--- config.mk ---
export PLATFORM = sky130hd
export DESIGN_NAME = frame_scheduler
export DESIGN_NICKNAME = d
export VERILOG_FILES = /design/src/rtl/imager_pkg.sv /design/src/rtl/frame_scheduler_interval_timer.sv /design/src/rtl/frame_scheduler.sv
export SDC_FILE = /design/constraint.sdc
export NUM_CORES = 1
export LEC_CHECK = 0
export CORE_MARGIN = 5
export CORE_UTILIZATION = 48
export DETAILED_ROUTE_END_ITERATION = 16
export GPL_TIMING_DRIVEN = 0
export PLACE_DENSITY = 0.8
export SLEW_MARGIN = 20
export SYNTH_ARGS = -nofsm -noshare
export SYNTH_HDL_FRONTEND = slang
export SYNTH_SLANG_ARGS = --single-unit
--- constraint.sdc ---
create_clock -name clk -period 2.7 [get_ports clk]
set_input_delay 0.81 -clock clk [delete_from_list [all_inputs] [get_ports clk]]
set_output_delay 0.81 -clock clk [all_outputs]
set_load 0.005 [all_outputs]
--- src/rtl/imager_pkg.sv ---
// imager_pkg: scheduler states, capture mode encodings and camera-select
// constants shared by the frame scheduler files.
package imager_pkg;
   typedef enum logic [2:0] {IDLE, WAIT_TICK, ARM, START, WAIT_DONE} sched_state_t;
   localparam logic [1:0] MODE_CAM0 = 2'd0;
   localparam logic [1:0] MODE_CAM1 = 2'd1;
   localparam logic [1:0] MODE_ALT  = 2'd2;
   localparam logic [1:0] MODE_BOTH = 2'd3;
   localparam logic [1:0] CAM_SEL_0    = 2'b01;
   localparam logic [1:0] CAM_SEL_1    = 2'b10;
   localparam logic [1:0] CAM_SEL_BOTH = 2'b11;
   function automatic logic [1:0] cam_target(input logic [1:0] mode, input logic alt_cam1);
      return mode == MODE_CAM0 ? CAM_SEL_0 :
             mode == MODE_CAM1 ? CAM_SEL_1 :
             mode == MODE_ALT  ? (alt_cam1 ? CAM_SEL_1 : CAM_SEL_0) : CAM_SEL_BOTH;
   endfunction
endpackage

--- src/rtl/frame_scheduler_interval_timer.sv ---
// interval_timer: period counter that raises tick on the last count of each
// period and restarts from 0; clear holds it at 0.
module interval_timer
   import imager_pkg::*;
#(
   parameter int W = 24
) (
   input  logic         clk,
   input  logic         reset_n,
   input  logic         run,
   input  logic         clear,
   input  logic [W-1:0] reload,
   output logic         tick
);
   logic [W-1:0] count;
   assign tick = run && count == reload;
   always_ff @(posedge clk or negedge reset_n)
      if (!reset_n) count <= '0;
      else if (clear) count <= '0;
      else if (run) count <= tick ? '0 : count + 1'b1;
endmodule

--- src/rtl/frame_scheduler.sv ---
// frame_scheduler: periodic capture scheduler for two Stonyman camera pipelines.
// Define FRAME_SCHED_TIMEOUT_EN to enable the WAIT_DONE watchdog and camera reset pulses.
module frame_scheduler
   import imager_pkg::*;
#(
   parameter int INTERVAL_W  = 24,
   parameter int TIMEOUT_W   = 24,
   parameter int FRAME_CNT_W = 16
) (
   input  logic                   clk,
   input  logic                   reset_n,
   input  logic                   enable,
   input  logic [1:0]             mode,
   input  logic [INTERVAL_W-1:0]  interval_counts,
   input  logic [TIMEOUT_W-1:0]   timeout_counts,
   input  logic                   clear_status,
   input  logic                   cam0_controller_busy,
   input  logic                   cam1_controller_busy,
   input  logic                   cam0_fifo_afull,
   input  logic                   cam1_fifo_afull,
   input  logic                   cam0_frame_capture_done,
   input  logic                   cam1_frame_capture_done,
   output logic                   cam0_frame_capture_start,
   output logic                   cam1_frame_capture_start,
   output logic                   cam0_reset,
   output logic                   cam1_reset,
   output logic                   sched_busy,
   output logic [1:0]             active_cam,
   output logic                   overrun,
   output logic                   timeout,
   output logic [FRAME_CNT_W-1:0] frame_count
);
   sched_state_t state;
   logic       tick, alt_cam1, complete, expire;
   logic [1:0] blocked, done_q, done_in, done_next, start_q, reset_q;
   interval_timer #(.W(INTERVAL_W)) u_timer (
      .clk(clk),
      .reset_n(reset_n),
      .run(enable && state != IDLE),
      .clear(state == IDLE),
      .reload(interval_counts),
      .tick(tick)
   );
   assign done_in    = {cam1_frame_capture_done, cam0_frame_capture_done};
   assign done_next  = done_q | (done_in & active_cam);
   assign complete   = (done_next & active_cam) == active_cam;
   assign sched_busy = state == ARM || state == START || state == WAIT_DONE;
   assign {cam1_frame_capture_start, cam0_frame_capture_start} = start_q;
   assign {cam1_reset, cam0_reset} = reset_q;
`ifdef FRAME_SCHED_TIMEOUT_EN
   logic [TIMEOUT_W-1:0] wd;
   assign expire = state == WAIT_DONE && !complete && wd >= timeout_counts;
   // wd holds the number of WAIT_DONE cycles including the current one
   always_ff @(posedge clk or negedge reset_n)
      if (!reset_n) begin
         wd      <= '0;
         reset_q <= 2'b00;
         timeout <= 1'b0;
      end else begin
         wd      <= state == WAIT_DONE ? wd + 1'b1 : TIMEOUT_W'(1);
         reset_q <= expire ? active_cam & ~done_next : 2'b00;
         timeout <= expire ? 1'b1 : clear_status ? 1'b0 : timeout;
      end
`else
   logic unused_timeout;
   assign unused_timeout = ^timeout_counts;
   assign expire  = 1'b0;
   assign reset_q = 2'b00;
   assign timeout = 1'b0;
`endif
   // readiness is judged on the registered busy/afull of the previous cycle
   always_ff @(posedge clk or negedge reset_n)
      if (!reset_n) begin
         state       <= IDLE;
         start_q     <= 2'b00;
         active_cam  <= 2'b00;
         alt_cam1    <= 1'b0;
         done_q      <= 2'b00;
         blocked     <= 2'b00;
         overrun     <= 1'b0;
         frame_count <= '0;
      end else begin
         start_q     <= 2'b00;
         blocked     <= {cam1_controller_busy | cam1_fifo_afull, cam0_controller_busy | cam0_fifo_afull};
         overrun     <= (tick && sched_busy) ? 1'b1 : clear_status ? 1'b0 : overrun;
         frame_count <= (state == WAIT_DONE && complete) ? frame_count + 1'b1 : clear_status ? '0 : frame_count;
         case (state)
            IDLE: state <= enable ? WAIT_TICK : IDLE;
            WAIT_TICK:
               if (!enable) state <= IDLE;
               else if (tick) begin
                  state      <= ARM;
                  active_cam <= cam_target(mode, alt_cam1);
                  alt_cam1   <= alt_cam1 ^ (mode == MODE_ALT);
               end
            ARM:
               if (!enable) state <= IDLE;
               else if (~|(active_cam & blocked)) begin
                  state   <= START;
                  start_q <= active_cam;
               end
            START: begin
               state  <= WAIT_DONE;
               done_q <= 2'b00;
            end
            WAIT_DONE: begin
               done_q <= done_next;
               if (complete || expire) state <= enable ? WAIT_TICK : IDLE;
            end
            default: state <= IDLE;
         endcase
      end
endmodule

# Word level (Yosys, flattened, before mapping)
# Index checks and enable logic that the tools add are counted.
dict set report op_classes {
  eq_ne 11
  reduce_logical 16
  muxes 22
  n_addsub 2
  bitwise_logic 7
}
# cell n
set ops {}
lappend ops {{$mux 24} 3}
lappend ops {{$mux 16} 2}
lappend ops {{$add 24x1->24 const B} 1}
lappend ops {{$eq 24x24->1} 1}
lappend ops {{$add 16x1->16 const B} 1}
lappend ops {{$mux 3} 5}
lappend ops {{$pmux 3 s5} 1}
lappend ops {{$mux 2} 7}
lappend ops {{$reduce_bool 2->1} 4}
lappend ops {{$and 2x2->2} 3}
lappend ops {{$eq 3x2->1 const B} 2}
lappend ops {{$ne 3x3->1 const B} 2}
lappend ops {{$reduce_and 3->1} 2}
lappend ops {{$logic_and 1x1->1} 4}
lappend ops {{$pmux 2 s2} 1}
lappend ops {{$eq 3x1->1 const B} 1}
lappend ops {{$eq 3x3->1 const B} 1}
lappend ops {{$logic_not 3->1} 1}
lappend ops {{$mux 1} 3}
lappend ops {{$reduce_bool 3->1} 1}
lappend ops {{$eq 2x1->1 const B} 1}
lappend ops {{$eq 2x2->1} 1}
lappend ops {{$eq 2x2->1 const B} 1}
lappend ops {{$logic_not 2->1} 1}
lappend ops {{other kinds (6)} 8}
dict set report totals {
  output_inout_bits 25
  in_bits 60
  register_bits 53
}

# Longest topological paths before layout
# Gate-level depths: netlist (run 1).
dict set report depth {
  depth_word 6
  mapped_depth 8
  depth_no_buf 7
}

# By module
# A second synthesis (run 1) with hierarchy kept.
dict set report unflattened {
  cells_unflattened 332
  area_unflattened_um2 3209.3
}
# mod cells_per_inst seq_area_each_um2 area_each_um2 n_inst
set by_module_without_submodules {}
lappend by_module_without_submodules {interval_timer 184 600.6 1656.6 1}
lappend by_module_without_submodules {frame_scheduler 148 725.7 1552.7 1}

# Worst setup path after synthesis (run 1)
# No wires, ideal clock.
dict set report synth_timing {
  path_type {in2reg}
  startpoint {input port interval_counts[23]}
  endpoint {register u_timer.count[4]}
  path_slack_ns 0.518
  t_required_ns 2.579
  stages 7
  arrival_ns 2.061
  path_cell_list {xor2_1 nor4_1 nand4_1 o21ai_1 buf_2 o21ai_0 a22o_1}
}
dict set report synth_between {
  elab_chain_cells 5
}
# item line
set synth_rtl {}
lappend synth_rtl {{start: declaration} frame_scheduler.sv:14} ;# input logic [INTERVAL_W-1:0] interval_counts,
lappend synth_rtl {{$eq 24x24->1} frame_scheduler_interval_timer.sv:16} ;# assign tick = run && count == reload;
lappend synth_rtl {{$logic_and 1x1->1} frame_scheduler_interval_timer.sv:16}
lappend synth_rtl {{$mux 24 (2 in a row)} frame_scheduler_interval_timer.sv:20} ;# else if (run) count <= tick ? '0 : count + 1'b1;
lappend synth_rtl {{$mux 24} frame_scheduler_interval_timer.sv:19} ;# else if (clear) count <= '0;
lappend synth_rtl {{end signal: assignment} frame_scheduler_interval_timer.sv:20}
lappend synth_rtl {{end: declaration} frame_scheduler_interval_timer.sv:15} ;# logic [W-1:0] count;
# No other way between the ends. The select of a mux whose other input is x is not followed.
# A chain may end at the register's enable or synchronous reset.

# Worst setup path after layout (run 1)
dict set report layout_timing {
  startpoint {input port interval_counts[22]}
  endpoint {register active_cam[1]}
}
dict set report layout_between {
  elab_chain_cells 3
}
# item line
set layout_rtl {}
lappend layout_rtl {{$eq 24x24->1} frame_scheduler_interval_timer.sv:16}
lappend layout_rtl {{$logic_and 1x1->1} frame_scheduler_interval_timer.sv:16}
lappend layout_rtl {{$reduce_and 3->1 (no line)} -}
lappend layout_rtl {{end signal: assignment} frame_scheduler.sv:93} ;# active_cam <= cam_target(mode, alt_cam1);
lappend layout_rtl {{end: declaration} frame_scheduler.sv:28} ;# output logic [1:0] active_cam,
# No other way between the ends.

==> results of run 1 <==
-- critical path: cells and delay by family --
family	cells	cell delay, ps
xor gates and xnor gates	1	170
muxes	1	300
buffers and inverters	2	610
and+or+nand+nor	4	930
-- layer usage --
layer,vias up,part of all wire (%),GRT usage (%)
li1,1343,-,-
met4,0,1.8,7.17
met3,14,6.2,3.32
met2,91,50,32.6
met1,1357,42,26.5
met5,-,0,0
-- stage by stage --
step                cells  power [mW]  cell area [um^2]  setup WS, ps  hold WS [ps]
floorplan             337       0.905              3010           518           469
global placement      469        1.00              3680          -876           459
detailed placement    469        1.01              3680          -334           490
CTS                   477        1.57              3800          11.1           506
global route          478        1.62              3820         -7.00           542
finish                478        1.56              3820           101           503
-- layout by cell type, fill, tap and decap left out, types with 2 or more instances in the layout --
cell | synthesis | layout
a21o_1 | 4 | 4
a21oi_1 | 5 | 5
a22o_1 | 8 | 8
a31oi_1 | 5 | 5
and2_1 | 2 | 2
and3_1 | 11 | 11
buf_2 | 6 | 5
buf_4 | 3 | 5
clkbuf_1 | 4 | 4
clkbuf_8 | 0 | 5
clkdlybuf4s50_1 | 0 | 55
conb_1 | 1 | 3
dfrtp_1 | 53 | 51
dfrtp_2 | 0 | 2
ha_1 | 4 | 4
inv_1 | 8 | 8
mux2_2 | 2 | 2
mux2i_1 | 5 | 5
nand2_1 | 43 | 43
nand2b_1 | 5 | 5
nand3_1 | 31 | 31
nand4_1 | 5 | 5
nor2_1 | 16 | 16
nor2b_1 | 7 | 7
nor3_1 | 5 | 5
nor3_2 | 2 | 2
nor4_1 | 7 | 6
o211ai_1 | 2 | 2
o21ai_0 | 25 | 25
o21ai_1 | 4 | 3
o311ai_1 | 7 | 7
o31ai_1 | 6 | 6
or2_2 | 4 | 4
or3_1 | 10 | 10
xor2_1 | 24 | 24
-- flip-flops by register name, indices dropped and copies added (netlist names) --
register	count
frame_count	16
overrun	1
active_cam	2
alt_cam1	1
u_timer.count	24
start_q	2
blocked	2
done_q	2
state	3
-- path summary, 6_finish.rpt --
check | startpoint | to | cells after the start
min in group asynchronous | reset_n | u_timer.count[0] | 1
setup / recovery | interval_counts[22] | active_cam[1] | 8
hold / removal | frame_count[15] | frame_count[15] | 1
setup reg to reg | u_timer.count[11] | active_cam[1] | 8
max in group asynchronous | reset_n | state[1] | 1
hold reg to reg | frame_count[15] | frame_count[15] | 1
-- logic make-up after synthesis --
| logic type | Yosys count | synth area share [%] |
|---|---|---|
| xor gates and xnor gates | 24 | 6.99 |
| muxes | 7 | 2.41 |
| and+or+nand+nor | 152 | 25.6 |
| AOI/OAI and AO/OA | 72 | 15.7 |
| DFF | 53 | 44.1 |
| buffers and inverters | 22 | 3.37 |
| other | 1 | 0.125 |
| adders and majority gates | 4 | 1.66 |
-- timing repair --
| action | in CTS | in global routing |
|---|---|---|
| gates resized for setup | 2 | 5 |
| endpoints found under the setup margin | 2 | 26 |
| pin swaps | 0 | 2 |
| setup buffers | 0 | 1 |
-- report_power, final --
group / internal, mW / switching [mW] / leakage, nW
Clock: 0.278 / 0.288 / 0.0543
Combinational: 0.0844 / 0.0994 / 0.938
Sequential: 0.801 / 0.00879 / 0.711
-- cell type report --
class	count	area share, %
clock inverter	3	1.21
inverter	8	0.787
buffer	14	1.97
sequential	53	34.8
clock buffer	5	1.80
timing repair buffer	58	15.1
multi-input combinational	262	41.8
tap	75	2.46
==> metrics, run 1 <==
status completed; Synth cell types 43; # Max-Cap Violations 0; Crit path arrival time 2810 ps; CTS H-tree lvls 2; Post-synth EDFFs 0; setup TNS 0 ps; Slew headroom 51.0%; Yosys top cell area share 44.1%; leakage power 1.70 nW; main area contributors after synthesis dfrtp_1, xor2_1, nand2_1; Detail Placement HPWL 5520 um; Peak VDD IR 0.000218 V; worst hold-check path type reg -> reg; CTS tree built; commonest cells in the synthesized netlist dfrtp_1, nand2_1, nand3_1; Num CTS Buffers 5; pins over their slew limit 0; 1st-iter DRT viols 202; sequential cell area 1330 um^2; # rows 28; register-to-register setup slack 410 ps; final wirelength 7530 um; CP max stage delay 410 ps; grt ovf 0; GRT Overall Usage 19.9%; Crit Path Class in -> reg; area of the multi-input gates 1600 um^2; min Tclk post-route 2600 ps; CP Capture Type flip-flop; clk_skew 11.5 ps; Via density 5.87; Initial Util 50.2%; RePlAce Congestion 0.964; Final Util 63.7%; PortBufs 57; cell area after synthesis 3010 um^2; Clock Pin Slew Worst Setup and Hold Paths 110 ps; type of origin of the critical path primary input; leading area contributor after synthesis dfrtp_1; first-pass GRT wire length 12500 um; antenna viol nets, final 0; #FFs+latches synth 53; syn_area_per_cell 8.98 um^2; endpoints failing setup 0; Die Y 89.1 um; via count 2805; DRC Markers 0; Synth async-reset ratio 100%; die width 89.1 um; pin count of the biggest net entering global routing 54; clock latency on the worst-skew pair 320 ps; Max Freq 385 MHz; pwr dens 409 nW/um^2; Worst Tran Pin Value 732 ps; clk buf depth 2; layout cells sized above 1 7.94%; # diodes 0; clock sink count 53; post-synthesis cell count 335; vias in the first global route 2721; critical path fanouts, max 3; synth warn 0; sequential area share after synthesis 44.1%; CP max stage cell clkdlybuf4s50_1; clk root buf clkbuf_8; initial antenna violation count 0; I/O pins 85; worst path required time 2910 ps; ys flop type dfrtp_1; DR WL/cell 15.8 um; fin crit share 96.3%; hold_buf cts 0; Fin. Hold Viols 0; core area 5990 um^2; Area growth syn-to-layout 27.0%; count leader, synth dfrtp_1; crit-path cells clkdlybuf4s50_1, xor2_1, nor4_2, nand4_1, buf_4, nor2_1, nand2_1, mux2_2; die area 7950 um^2; Nets 466; FILL cells 526; DR pass1 iterations 5
(Power assumes the default switching activity.)
==> inputs of run 2 (changes only) <==
Settings changed: MAX_ROUTING_LAYER set to met4, PLACE_DENSITY 0.8 to 0.88.
Clock period 2.7 ns to 2.45 ns, I/O delays scaled along.
==> metrics, run 2 (synthesis gave the netlist of run 1 again) <==
status completed (unchanged); Top delay family on crit path compound AO/OA/AOI/OAI gates (was simple AND/OR/NAND/NOR gates); Peak VDD IR 0.000255 V (was 0.000218 V); DR WL/cell 15.7 um (was 15.8 um); die width 89.1 um (unchanged); hold_buf cts 0 (unchanged); CP max stage delay 440 ps (was 410 ps); Inst Count DP 469 (unchanged); critical path fanouts, max 4 (was 3); GRT Overall Usage 20.3% (was 19.9%); leakage power 1.69 nW (was 1.70 nW); initial antenna violation count 0 (unchanged); Top Usage Layer GRT met2 (unchanged); Crit Path Class in -> reg (unchanged); # Max-Cap Violations 0 (unchanged); Num CTS Buffers 5 (unchanged); Via density 5.92 (was 5.87); I/O pins 85 (unchanged); pins over their slew limit 0 (unchanged); core area 5990 um^2 (unchanged); clock latency on the worst-skew pair 310 ps (was 320 ps); Max Freq 415 MHz; Final Util 64.0% (was 63.7%); clk root buf clkbuf_8 (unchanged); met3 usage 4.33% (was 3.32%); pwr dens 422 nW/um^2 (was 409 nW/um^2); met2 GRT Util 33.1% (was 32.6%); first-pass GRT wire length 12200 um (was 12500 um); final wirelength 7530 um (about the same); crit-path cells clkdlybuf4s50_1, xor2_1, nor4_1, nand2_1, o21a_4, buf_4, a21o_1, a22o_1 (was clkdlybuf4s50_1, xor2_1, nor4_2, nand4_1, buf_4, nor2_1, nand2_1, mux2_2); pin count of the biggest net entering global routing 54 (unchanged); vias in the first global route 2618 (was 2721); most frequent cells in the layout clkdlybuf4s50_1, dfrtp_1, nand2_1 (unchanged); most common cell after layout, fill and taps aside clkdlybuf4s50_1 (unchanged); # rows 28 (unchanged); Final WS setup 38.6 ps (was 101 ps); type of origin of the critical path primary input (unchanged); Slew headroom 54.6% (was 51.0%); fin crit share 98.4%; grt ovf 0 (unchanged); Regs by FF count u_timer.count: 24 flops, frame_count: 16 flops, state: 3 flops (unchanged); Nets 467 (was 466); Initial Util 50.2% (unchanged); DRC Markers 0 (unchanged); Crit path arrival time 2620 ps (was 2810 ps); Worst Tran Pin Value 679 ps (was 732 ps); 1st-iter DRT viols 226 (was 202); CP max stage cell clkdlybuf4s50_1 (unchanged); Die Y 89.1 um (unchanged); CP Capture Type flip-flop (unchanged); CP Buf/Inv Count 2 (unchanged); max FFs per register 24 (unchanged); PortBufs 57 (unchanged); final std cells w/o fill 478 (unchanged); Fin. Hold Viols 0 (unchanged); Area growth syn-to-layout 27.5% (was 27.0%); DR pass1 iterations 5 (unchanged); endpoints failing setup 0 (unchanged); via count 2832 (was 2805); clk_skew 7.31 ps (was 11.5 ps); clk buf depth 2 (unchanged); clock sink count 53 (unchanged); CTS H-tree lvls 2 (unchanged); antenna viol nets, final 0 (unchanged); Top reg by flops u_timer.count (unchanged); min Tclk post-route 2410 ps; die area 7950 um^2 (unchanged); pre-CTS setup slack -550 ps (was -334 ps); layout cells sized above 1 8.44% (was 7.94%); RePlAce Congestion 0.951 (was 0.964); worst path required time 2650 ps (was 2910 ps); met1 Resource Use GR 25.1% (was 26.5%); CTS tree built (unchanged); worst hold-check path type in -> async (was reg -> reg); Clock Pin Slew Worst Setup and Hold Paths 100 ps (was 110 ps); Detail Placement HPWL 5420 um (was 5520 um); setup TNS 0 ps (unchanged); # diodes 0 (unchanged)
[run 2: cell count changes in the layout (fill, tap and decap cells not counted), sizes merged]
cell and change:
buf +3, clkinv -1, bufinv -1, clkbuf -1
dlygate4sd2 +1, dlymetal6s2s -1
[run 2: worst register-to-register path: cells and delay by family, from the launching register on]
| family | cells | cell delay [ps] |
|---|---|---|
| AO/OA/AOI/OAI | 3 | 590 |
| buffers and inverters | 1 | 160 |
| flip-flops | 1 | 460 |
| AND/OR/NAND/NOR | 2 | 790 |
[run 2: cell type report]
type                    count  area, um^2
fillers                   471        2160
multi-input cells         262        1630
flip-flops and latches     53        1330
repair buffers             59         582
well taps                  75        93.8
plain buffers              14        83.8
clock buffers               6        82.6
inverters                   8        30.0
clock inverters             1        7.51
[run 2: metrics by stage]
stage	total power [mW]	hold slack, ps	area, um^2
final	1.62	453	3830
after global routing	1.69	497	3830
after CTS	1.62	484	3790
after detailed placement	1.11	473	3680
after global placement	1.10	459	3680
after floorplan	0.997	439	3010
[run 2: repair_timing]
item | 4_1_cts | 5_1_grt
pin swaps | 3 | 4
resized for setup | 7 | 7
endpoints found under the setup margin | 26 | 26
buffers inserted | 1 | 1
[run 2: worst paths after layout]
check                                    from                 to  slack [ps]  depth (start not counted)
min                                   reset_n    frame_count[15]         450                          1
min reg2reg                   frame_count[15]    frame_count[15]         490                          1
min in group clk              frame_count[15]    frame_count[15]         490                          1
max reg2reg                          state[1]    frame_count[14]         330                          6
max in group asynchronous             reset_n           state[0]        1560                          1
max                        interval_counts[7]  u_timer.count[13]          40                          8
[run 2: power by group]
| part | switching (mW) | leakage (nW) | internal [mW] |
|---|---|---|---|
| combinational | 0.112 | 0.937 | 0.101 |
| sequential | 0.0106 | 0.715 | 0.882 |
| clock | 0.286 | 0.0433 | 0.224 |
[run 2: layer usage]
metal,up-vias,routed length [um]
met3,17,527
li1,1335,-
met5,-,0
met4,0,137
met1,1364,3040
met2,116,3820
==> inputs of run 3 (changes only) <==
Settings changed: CORE_MARGIN 5 to 3.
==> metrics, run 3 (synthesis gave the netlist of run 1 again) <==
Peak VDD IR 0.000325 V (was 0.000255 V); DR WL/cell 16.4 um (was 15.7 um); status completed (unchanged); switching power total 0.435 mW (was 0.409 mW); critical path fanouts, max 3 (was 4); 1st-iter DRT viols 265 (was 226); clock latency on the worst-skew pair 310 ps (about the same); I/O pins 85 (unchanged); CP Buf/Inv Count 3 (was 2); min Tclk post-route 2420 ps (was 2410 ps); clk root buf clkbuf_8 (unchanged); die width 85.1 um (was 89.1 um); most common cell after layout, fill and taps aside dfrtp_1 (was clkdlybuf4s50_1); Die Y 85.1 um (was 89.1 um); PortBufs 57 (unchanged); Via density 5.95 (was 5.92); switch share 24.8% (was 25.3%); final wirelength 7920 um (was 7530 um); CTS tree built (unchanged); DRC Markers 0 (unchanged); Max Freq 414 MHz (was 415 MHz); grt ovf 0 (unchanged); CTS H-tree lvls 2 (unchanged); Slew headroom 53.9% (was 54.6%); pins over their slew limit 0 (unchanged); Regs by FF count u_timer.count: 24 flops, frame_count: 16 flops, state: 3 flops (unchanged); worst path required time 2650 ps (about the same); FILL cells 461 (was 471); pwr dens 446 nW/um^2 (was 422 nW/um^2); Top delay family on crit path buffers and inverters (was compound AO/OA/AOI/OAI gates); cell internal pwr 1.32 mW (was 1.21 mW); leakage power 1.78 nW (was 1.69 nW); via count 2872 (was 2832); # diodes 0 (unchanged); crit-path cells clkdlybuf4s50_1, xor2_1, nor4_2, nand4_1, buf_6, buf_4, nor2_4, nand2_2, mux2_2 (was clkdlybuf4s50_1, xor2_1, nor4_1, nand2_1, o21a_4, buf_4, a21o_1, a22o_1); CP Capture Type flip-flop (unchanged); die area 7250 um^2 (was 7950 um^2); endpoints failing setup 0 (unchanged); # Max-Cap Violations 0 (unchanged); Clock Pin Slew Worst Setup and Hold Paths 100 ps (about the same); max FFs per register 24 (unchanged); first-pass GRT wire length 12600 um (was 12200 um); Area growth syn-to-layout 30.9% (was 27.5%); core area 5990 um^2 (unchanged); Crit path arrival time 2620 ps (about the same); Seq pwr share 50.9% (was 55.3%); Crit Path Class in -> reg (unchanged); Pwr Total 1.76 mW (was 1.62 mW); fin crit share 98.6% (was 98.4%); clk_skew 10.6 ps (was 7.31 ps); Top reg by flops u_timer.count (unchanged); share of total power in combinational logic 12.9% (was 13.2%); # rows 28 (unchanged); Fin. Hold Viols 0 (unchanged); worst hold-check path type in -> async (unchanged); Fin Hold WS 458 ps (was 453 ps); DR pass1 iterations 5 (unchanged); setup TNS 0 ps (unchanged); Worst Tran Pin Value 691 ps (was 679 ps); pin count of the biggest net entering global routing 54 (unchanged); Clock power frac 36.2% (was 31.5%); clock sink count 53 (unchanged); antenna viol nets, final 0 (unchanged); RePlAce Congestion 0.978 (was 0.951); Nets 471 (was 467); GRT Overall Usage 22.3% (was 20.3%); most frequent cells in the layout dfrtp_1, clkdlybuf4s50_1, nand2_1 (was clkdlybuf4s50_1, dfrtp_1, nand2_1); Initial Util 50.2% (unchanged); layout cells sized above 1 10.8% (was 8.44%); Num CTS Buffers 5 (unchanged); hold_buf cts 0 (unchanged); vias in the first global route 2808 (was 2618); clk buf depth 2 (unchanged); CP max stage delay 410 ps (was 440 ps); CP max stage cell clkdlybuf4s50_1 (unchanged); Detail Placement HPWL 5510 um (was 5420 um); type of origin of the critical path primary input (unchanged); initial antenna violation count 0 (unchanged)
run 3: metal layers:
metal  track usage, %  vias to the layer above  share of wire, %
li1                 -                     1348                 -
met1             26.1                     1385                41
met2             37.8                      123                51
met3             4.08                       16               5.9
met4             8.63                        0               2.5
met5                -                        -                 0
run 3: what timing repair did:
action / in CTS / in global routing
gates cloned: 0 / 1
buffers inserted: 3 / 2
pin swaps: 3 / 10
gates resized for setup: 12 / 21
setup endpoints to repair: 26 / 25
run 3: power groups by stage:
stage               Sequential, mW  Combinational, mW  Clock (mW)
global route                 0.895              0.247       0.677
detailed placement           0.910              0.199           0
global placement             0.909              0.195           0
floorplan                    0.907             0.0900           0
finish                       0.893              0.227       0.636
CTS                          0.892              0.209       0.640
run 3: through the flow:
step | area [um^2] | instances | utilization, % | worst slack, ps
finish | 3940 | 483 | 65.7 | 34.5
global route | 3940 | 483 | 65.7 | -44.9
CTS | 3850 | 480 | 64.2 | 3.35
detailed placement | 3680 | 469 | 61.4 | -608
global placement | 3680 | 469 | 61.4 | -1010
floorplan | 3010 | 337 | - | 343
run 3: worst paths after layout:
check,cells after the start,slack (ps),endpoint,start
worst max-delay path,9,30,active_cam[0],interval_counts[22]
worst min-delay path,1,460,frame_count[8],reset_n
worst max register to register,6,280,u_timer.count[23],u_timer.count[5]
worst min register to register,1,490,frame_count[15],frame_count[15]
max in group asynchronous,1,1500,state[2],reset_n
min in group clk,1,490,frame_count[15],frame_count[15]
run 3: final cells by class:
type | count | area (um^2) | share of cell area [%]
plain buffers | 14 | 87.6 | 2.23
flip-flops and latches | 53 | 1330 | 33.7
repair buffers | 63 | 627 | 15.9
multi-input cells | 262 | 1650 | 41.9
clock inverters | 2 | 37.5 | 0.954
well taps | 75 | 93.8 | 2.38
inverters | 8 | 30.0 | 0.763
clock buffers | 6 | 82.6 | 2.10
run 3: worst register-to-register path: stages, from the launching register on:
cell and delay (ps):
dfrtp_1 520, nand2_1 110, or3_1 450, nor3_2 420, nand3_1 200, or3_1 330
o21ai_0 80
